## src/rtl/mem_requester_if.sv

```systemverilog
// ---------------------------------------------------------------------------
// mem_requester_if : core request/response channels plus memory-side signals.
// Rev 1.0 - initial release
// ---------------------------------------------------------------------------
`default_nettype none

interface mem_requester_if #(
  parameter int ADDR_W = 5,
  parameter int DATA_W = 8,
  parameter int LEN_W  = 2
);
  logic              req_valid;
  logic              req_ready;
  logic              req_we;
  logic [ADDR_W-1:0] req_adr;
  logic [DATA_W-1:0] req_wdata;
  logic [LEN_W-1:0]  req_len;
  logic              rsp_valid;
  logic              rsp_ready;
  logic [DATA_W-1:0] rsp_data;
  logic [ADDR_W-1:0] mem_adr;
  logic [DATA_W-1:0] mem_data;
  logic              mem_wen;
  logic              mem_read;
  logic [DATA_W-1:0] mem_res;

  // master: the surrounding system (core plus memory); slave: the requester
  modport master (
    output req_valid, req_we, req_adr, req_wdata, req_len, rsp_ready, mem_res,
    input  req_ready, rsp_valid, rsp_data, mem_adr, mem_data, mem_wen, mem_read
  );

  modport slave (
    input  req_valid, req_we, req_adr, req_wdata, req_len, rsp_ready, mem_res,
    output req_ready, rsp_valid, rsp_data, mem_adr, mem_data, mem_wen, mem_read
  );
endinterface

`default_nettype wire

```

## src/rtl/mem_requester.sv

```systemverilog
// ---------------------------------------------------------------------------
// mem_requester : initiator for a 32x8 registered-read memory with read bursts.
// Rev 1.0 - initial release
// ---------------------------------------------------------------------------
`default_nettype none

module mem_requester #(
  parameter int ADDR_W = 5,
  parameter int DATA_W = 8,
  parameter int LEN_W  = 2
) (
  input  wire logic       clk,
  input  wire logic       rst,
  mem_requester_if.slave  bus
);

  typedef enum logic [2:0] {
    S_IDLE     = 3'd0,
    S_WR       = 3'd1,
    S_RD_ISSUE = 3'd2,
    S_RD_WAIT  = 3'd3,
    S_RSP      = 3'd4
  } state_t;

  state_t            r_state;
  logic [ADDR_W-1:0] r_mem_adr;
  logic [DATA_W-1:0] r_mem_data;
  logic              r_mem_wen;
  logic              r_mem_read;
  logic              r_rsp_valid;
  logic [DATA_W-1:0] r_rsp_data;
  logic [LEN_W-1:0]  r_remaining;

  assign bus.req_ready = (r_state == S_IDLE) && !rst;
  assign bus.mem_adr   = r_mem_adr;
  assign bus.mem_data  = r_mem_data;
  assign bus.mem_wen   = r_mem_wen;
  assign bus.mem_read  = r_mem_read;
  assign bus.rsp_valid = r_rsp_valid;
  assign bus.rsp_data  = r_rsp_data;

  always_ff @(posedge clk) begin
    if (rst) begin
      r_state     <= S_IDLE;
      r_mem_adr   <= '0;
      r_mem_data  <= '0;
      r_mem_wen   <= 1'b0;
      r_mem_read  <= 1'b0;
      r_rsp_valid <= 1'b0;
      r_rsp_data  <= '0;
      r_remaining <= '0;
    end else begin
      case (r_state)
        S_IDLE: begin
          if (bus.req_valid) begin
            r_mem_adr <= bus.req_adr;
            if (bus.req_we) begin
              r_mem_data <= bus.req_wdata;
              r_mem_wen  <= 1'b1;
              r_state    <= S_WR;
            end else begin
              r_remaining <= bus.req_len;
              r_mem_read  <= 1'b1;
              r_state     <= S_RD_ISSUE;
            end
          end
        end
        S_WR: begin
          r_mem_wen <= 1'b0;
          r_state   <= S_IDLE;
        end
        S_RD_ISSUE: begin
          r_mem_read <= 1'b0;
          r_state    <= S_RD_WAIT;
        end
        // Memory output is valid only in this cycle; capture it at its end.
        S_RD_WAIT: begin
          r_rsp_data  <= bus.mem_res;
          r_rsp_valid <= 1'b1;
          r_state     <= S_RSP;
        end
        S_RSP: begin
          if (bus.rsp_ready) begin
            r_rsp_valid <= 1'b0;
            if (r_remaining == '0) begin
              r_state <= S_IDLE;
            end else begin
              r_remaining <= r_remaining - LEN_W'(1);
              r_mem_adr   <= r_mem_adr + ADDR_W'(1);
              r_mem_read  <= 1'b1;
              r_state     <= S_RD_ISSUE;
            end
          end
        end
        default: r_state <= S_IDLE;
      endcase
    end
  end

endmodule

`default_nettype wire

```

## src/flat_wrapper.sv

```systemverilog
// flat-port wrapper written by rule: the top's interface ports become plain ports
module mem_requester_flat 
#(
  parameter int ADDR_W = 5,
  parameter int DATA_W = 8,
  parameter int LEN_W  = 2
)
  (clk, rst, bus_req_valid, bus_req_we, bus_req_adr, bus_req_wdata, bus_req_len, bus_rsp_ready, bus_mem_res, bus_req_ready, bus_rsp_valid, bus_rsp_data, bus_mem_adr, bus_mem_data, bus_mem_wen, bus_mem_read);
  mem_requester_if #(.ADDR_W(ADDR_W), .DATA_W(DATA_W), .LEN_W(LEN_W)) bus_i ();
  input  wire logic clk;
  input  wire logic rst;
  input wire logic [$bits(bus_i.req_valid)-1:0] bus_req_valid;
  input wire logic [$bits(bus_i.req_we)-1:0] bus_req_we;
  input wire logic [$bits(bus_i.req_adr)-1:0] bus_req_adr;
  input wire logic [$bits(bus_i.req_wdata)-1:0] bus_req_wdata;
  input wire logic [$bits(bus_i.req_len)-1:0] bus_req_len;
  input wire logic [$bits(bus_i.rsp_ready)-1:0] bus_rsp_ready;
  input wire logic [$bits(bus_i.mem_res)-1:0] bus_mem_res;
  output wire logic [$bits(bus_i.req_ready)-1:0] bus_req_ready;
  output wire logic [$bits(bus_i.rsp_valid)-1:0] bus_rsp_valid;
  output wire logic [$bits(bus_i.rsp_data)-1:0] bus_rsp_data;
  output wire logic [$bits(bus_i.mem_adr)-1:0] bus_mem_adr;
  output wire logic [$bits(bus_i.mem_data)-1:0] bus_mem_data;
  output wire logic [$bits(bus_i.mem_wen)-1:0] bus_mem_wen;
  output wire logic [$bits(bus_i.mem_read)-1:0] bus_mem_read;
  assign bus_i.req_valid = bus_req_valid;
  assign bus_i.req_we = bus_req_we;
  assign bus_i.req_adr = bus_req_adr;
  assign bus_i.req_wdata = bus_req_wdata;
  assign bus_i.req_len = bus_req_len;
  assign bus_i.rsp_ready = bus_rsp_ready;
  assign bus_i.mem_res = bus_mem_res;
  assign bus_req_ready = bus_i.req_ready;
  assign bus_rsp_valid = bus_i.rsp_valid;
  assign bus_rsp_data = bus_i.rsp_data;
  assign bus_mem_adr = bus_i.mem_adr;
  assign bus_mem_data = bus_i.mem_data;
  assign bus_mem_wen = bus_i.mem_wen;
  assign bus_mem_read = bus_i.mem_read;
  mem_requester #(.ADDR_W(ADDR_W), .DATA_W(DATA_W), .LEN_W(LEN_W)) u_core (.clk(clk), .rst(rst), .bus(bus_i));
endmodule
```

## config.mk

```make
export PLATFORM = sky130hd
export DESIGN_NAME = mem_requester_flat
export DESIGN_NICKNAME = d
export VERILOG_FILES = /design/src/rtl/mem_requester_if.sv /design/src/rtl/mem_requester.sv /design/src/flat_wrapper.sv
export SDC_FILE = /design/constraint.sdc
export NUM_CORES = 1
export LEC_CHECK = 0
export BUFFER_PORTS_ARGS = -buffer_cell sky130_fd_sc_hd__buf_4
export CORE_MARGIN = 2
export CORE_UTILIZATION = 35
export DETAILED_ROUTE_END_ITERATION = 8
export GPL_TIMING_DRIVEN = 1
export HOLD_SLACK_MARGIN = 0.15
export MAX_ROUTING_LAYER = met4
export SYNTH_ARGS = -nofsm -noshare
export SYNTH_HDL_FRONTEND = slang
export SYNTH_SLANG_ARGS = --single-unit
```

## constraint.sdc

```tcl
create_clock -name clk -period 2.8 [get_ports clk]
set_input_delay 0 -clock clk [delete_from_list [all_inputs] [get_ports clk]]
set_output_delay 0 -clock clk [all_outputs]
set_load 0.02 [all_outputs]
```

# Word-level counts from Yosys, hierarchy flattened
# Cells that the tools add are included.
# classes
n_addsub	2
n_reduce_logical	15
n_eq_ne	9
n_mux	24
# op_table
operator	count
$mux 5	3
$mux 2	6
$pmux 3 s4	1
$ne 2x2->1 const B	5
$pmux 5 s2	1
$reduce_and 5->1	2
$mux 1	7
$eq 3x2->1 const B	2
$mux 3	2
$reduce_and 3->1	2
$reduce_bool 2->1	3
$add 5x1->5 const B	1
$pmux 1 s2	2
$pmux 2 s2	1
$reduce_and 2->1	2
$reduce_and 4->1	1
$eq 3x1->1 const B	1
$eq 3x3->1 const B	1
$logic_not 3->1	1
$pmux 1 s3	1
$reduce_bool 3->1	1
$logic_not 2->1	1
$sub 2x1->2 const B	1
$logic_and 1x1->1	1
$logic_not 1->1	1
# totals
wordCells	58
out_inout_bits	25
regBits	29
input_bits	28

# Longest topological paths before layout
# logic_depth
word_depth	4
mapped_depth	6
ltp_nobuf	6

# Least setup slack after synthesis
# No wires, ideal clock.
# synth_path
kind	register -> register
startpoint	register u_core.r_mem_adr[0], in the netlist u_core.bus.mem_adr[0]
endpoint	register u_core.r_mem_adr[2], in the netlist u_core.bus.mem_adr[2]
setup_slack_ns	1.315
required_time_ns	2.726
synth_period_minus_slack_ns	1.485
path_buffers	0
arrival_time_ns	1.410
setup_time_ns	0.074
path_stages_with_launch	5
path_cell_list	dfxtp_1 -> ha_1 -> inv_1 -> or4_1 -> a31oi_1
# synth_via
elab_chain_len	4
# synth_rtl
item	line	text
start: declaration	mem_requester.sv:26	logic [ADDR_W-1:0] r_mem_adr;
start signal: assignment	mem_requester.sv:56	r_mem_adr <= bus.req_adr;
start signal: assignment	mem_requester.sv:89	r_mem_adr <= r_mem_adr + ADDR_W'(1);
$add 5x1->5	mem_requester.sv:89	
$mux 5	mem_requester.sv:85	if (r_remaining == '0) begin
$mux 5	mem_requester.sv:83	if (bus.rsp_ready) begin
$pmux 5 s2	mem_requester.sv:53	case (r_state)
# Every way passes these cells. The select of a mux whose other input is x is not followed.
# A chain may end at the register's enable or synchronous reset.

# Worst setup path in the final report
# layout_path
startpoint	register u_core.r_state[1]
endpoint	register u_core.r_mem_data[0], in the netlist u_core.bus.mem_data[0]
# layout_via
elab_chain_len	2
# layout_rtl
item	line	text
start: declaration	mem_requester.sv:25	state_t r_state;
start signal: assignment	mem_requester.sv:44	r_state <= S_IDLE;
start signal: assignment	mem_requester.sv:60	r_state <= S_WR;
start signal: assignment	mem_requester.sv:64	r_state <= S_RD_ISSUE;
$logic_not 3->1	mem_requester.sv:53	
$reduce_and 3->1 (no line)	n/a	
end signal: assignment	mem_requester.sv:58	r_mem_data <= bus.req_wdata;
end: declaration	mem_requester.sv:27	logic [DATA_W-1:0] r_mem_data;
# Every way passes these cells.

==> flow_summary.toml <==
[status]
outcome = "finished, final reports clean"

[global_routing]
grt_use_total = 0.1954
top_usage_layer = "met2"
grt_pass1_vias = 1387
gr-usage-met1 = 0.2110
gr-total-overflow = 0
grt_max_degree = 32
grt_pass1_wl_um = 6099
gr-usage-met2 = 0.3281
antenna_found_initial = 0
grt_use_met3 = 0.06162

[yosys]
syn_area_um2 = 1270
synth.distinct_cells = 33
synthFlopType = "dfxtp_1"
synth_top_cell_by_area = "dfxtp_1"
synth_cells = 136
synth-edff-count = 0
yosys.area_share.simple = 0.1941
yosys_warnings = 0
synth_most_common_cell = "dfxtp_1"
synth_xor_area_frac = 0
synthTopCellsByCount = "29 x dfxtp_1, 22 x nor2_1, 18 x mux2i_1, 7 x inv_1, 7 x o21ai_0"
ys_seq_area_frac = 0.4571
ys_top_cells_by_area = "dfxtp_1 46%, mux2i_1 14%, nor2_1 6.5%"
avgSynthCellArea_um2 = 9.338
ys_ff_latch = 29
synthAdderAreaFrac = 0.01970
synthMuxAreaShare = 0.1419
syn_nets = 166
yosysTopAreaCellShare = 0.4571
synth-compound-area-share = 0.1350
synth_top_family_by_area = "simple AND/OR/NAND/NOR gates"
synth-async-reset-ratio = 0

[clock_network]
path_clk_slew_ps = 100
cts_max_path_buffers = 2
cts_tree = "yes"
htree_levels = 2
clk_latency_ps = 340
cts_sinks = 29
numCtsBuffers = 5
cts_root_buffer = "clkbuf_4"

[place]
gp_congestion = 0.7987
port_buffers = 52
dpl_cell_area_um2 = 1678
dpl.hpwl_um = 2210

[timing]
period_needed_ps = 2471
hold_violations = 0
clock_skew_ps = 12.57
worst_pin_slew_ps = 604.5
final.setup.tns_ps = 0
slew_headroom = 0.5959
fin_crit_sh = 0.8824
rsz0062_at_grt = "false"
final-max-slew-violation-count = 0
setup_viol = 0
fmax_mhz = 404.7

[power]
powerDensity_nw_per_um2 = 417.7
vdd_drop_max_v = 0.0002179
finalPower_w = 0.0009146
p_leak_nw = 1.027

[critical_path]
worst_path_largest_cell_delay_ps = 580
path_common_cell = "nor2_1"
slowest_stage = "and4_1"
worst-path-max-fanout = 9
critPathLaunchType = "register"
cp_data_required_time_ps = 3020
worstSetupPathType = "reg -> reg"
crit_path_end_kind = "register"
path_cells = "nor2_1 > and4_1 > mux2i_1 > nor2_1 > dlygate4sd3_1"
ff2ff_path_depth = 5
cp.arrival_ps = 2690

[routing]
postRouteAntennaNets = 0
drc = 0
wire_per_inst_um = 13.23
vias_per_cell = 4.940
dr.pass1.iters = 4
vias = 1388
drtIter0Drc = 89
wl_um = 3718

[cells_and_area]
diodes = 0
nNetsFinal = 264
syn_to_final_growth_pct = 72.41
final_area_um2 = 2190
drive_gt1_frac = 0.2681
utilization = 0.6410

[min_path]
min_path_type = "in -> reg"
hold_depth = 4

[floorplan]
start_util = 0.3718
core_um2 = 3416
die_w_um = 64.24
num_rows = 21
io_pins = 53
die_area_um2 = 4126
die_h_um = 64.24

[job]
max-cap-violations = 0
routing by layer:
layer	wire length, µm	vias up
met5	0	-
met4	85	0
met3	219	9
met2	1854	62
met1	1559	638
li1	-	679
where the power goes:
group	internal, W	switching (W)	leakage [nW]
sequential	0.000434	0.0000210	0.236
combinational	0.000116	0.0000934	0.758
clock	0.0000954	0.000155	0.0320
repair_timing:
action | CTS | global route
hold endpoints to repair | 29 | 0
resized for setup | 0 | 0
setup buffers | 0 | 0
hold buffers | 46 | 0
through the flow:
stage | cells | setup slack [ps] | hold WS (ps)
after floorplan | 136 | 1315 | 101.6
after global placement | 227 | 1068 | 229.1
after detailed placement | 227 | 1034 | 240.3
after CTS | 281 | 458.4 | 174.8
after global routing | 281 | 183.6 | 215.4
final | 281 | 329.3 | 191.7
cells by family (layout without fill, tap and decap cells):
family,Yosys count,count (layout)
AND/OR/NAND/NOR,46,46
flip-flops,29,29
AO/OA/AOI/OAI,27,27
multiplexers,18,18
buffers and inverters,14,113
adder cells (fa/ha/maj),2,2
registers in the layout, summed over array words and instances, names as in the netlist:
register / cells
u_core.bus.rsp_valid: 1
u_core.r_state: 3
u_core.bus.mem_data: 8
u_core.bus.mem_wen: 1
u_core.bus.rsp_data: 8
u_core.bus.mem_adr: 5
u_core.bus.mem_read: 1
u_core.r_remaining: 2
cells in the final DEF, fill, tap and decap left out, types with 3 or more instances in the layout:
master / instances
dfxtp_1: 29
a211oi_1: 3
nand3_1: 5
mux2i_1: 18
nand2_1: 3
a21oi_1: 6
clkbuf_4: 5
o21ai_0: 7
dlygate4sd3_1: 46
nor3b_1: 3
a31oi_1: 3
buf_4: 52
inv_1: 7
nor2_1: 22
worst paths after layout:
check | from | end | slack, ps
worst max register to register | u_core.r_state[1]$_SDFFE_PP0P_ | u_core.bus.mem_data[0]$_SDFFE_PP0P_ | 330
worst min-delay path | bus_req_valid | u_core.bus.mem_adr[0]$_SDFFE_PP0P_ | 190
worst max-delay path | u_core.r_state[1]$_SDFFE_PP0P_ | u_core.bus.mem_data[0]$_SDFFE_PP0P_ | 330
worst min register to register | u_core.bus.rsp_valid$_SDFFE_PP0P_ | u_core.bus.rsp_valid$_SDFFE_PP0P_ | 470
layout make-up:
type	count	area, µm²
Multi-Input combinational cell	93	623.1
Clock buffer	6	41.29
Inverter	7	26.28
Timing Repair Buffer	98	850.8
Clock inverter	2	10.01
Tap cell	46	57.56
Sequential cell	29	580.6
Fill cell	278	1226
critical path, delay by kind of cell, from the launching register on:
kind	cells	cell delay, ps
AND/OR/NAND/NOR	3	1070
buffers and inverters	1	570
flip-flops	1	410
multiplexers	1	300
(Power assumes the default switching activity.)
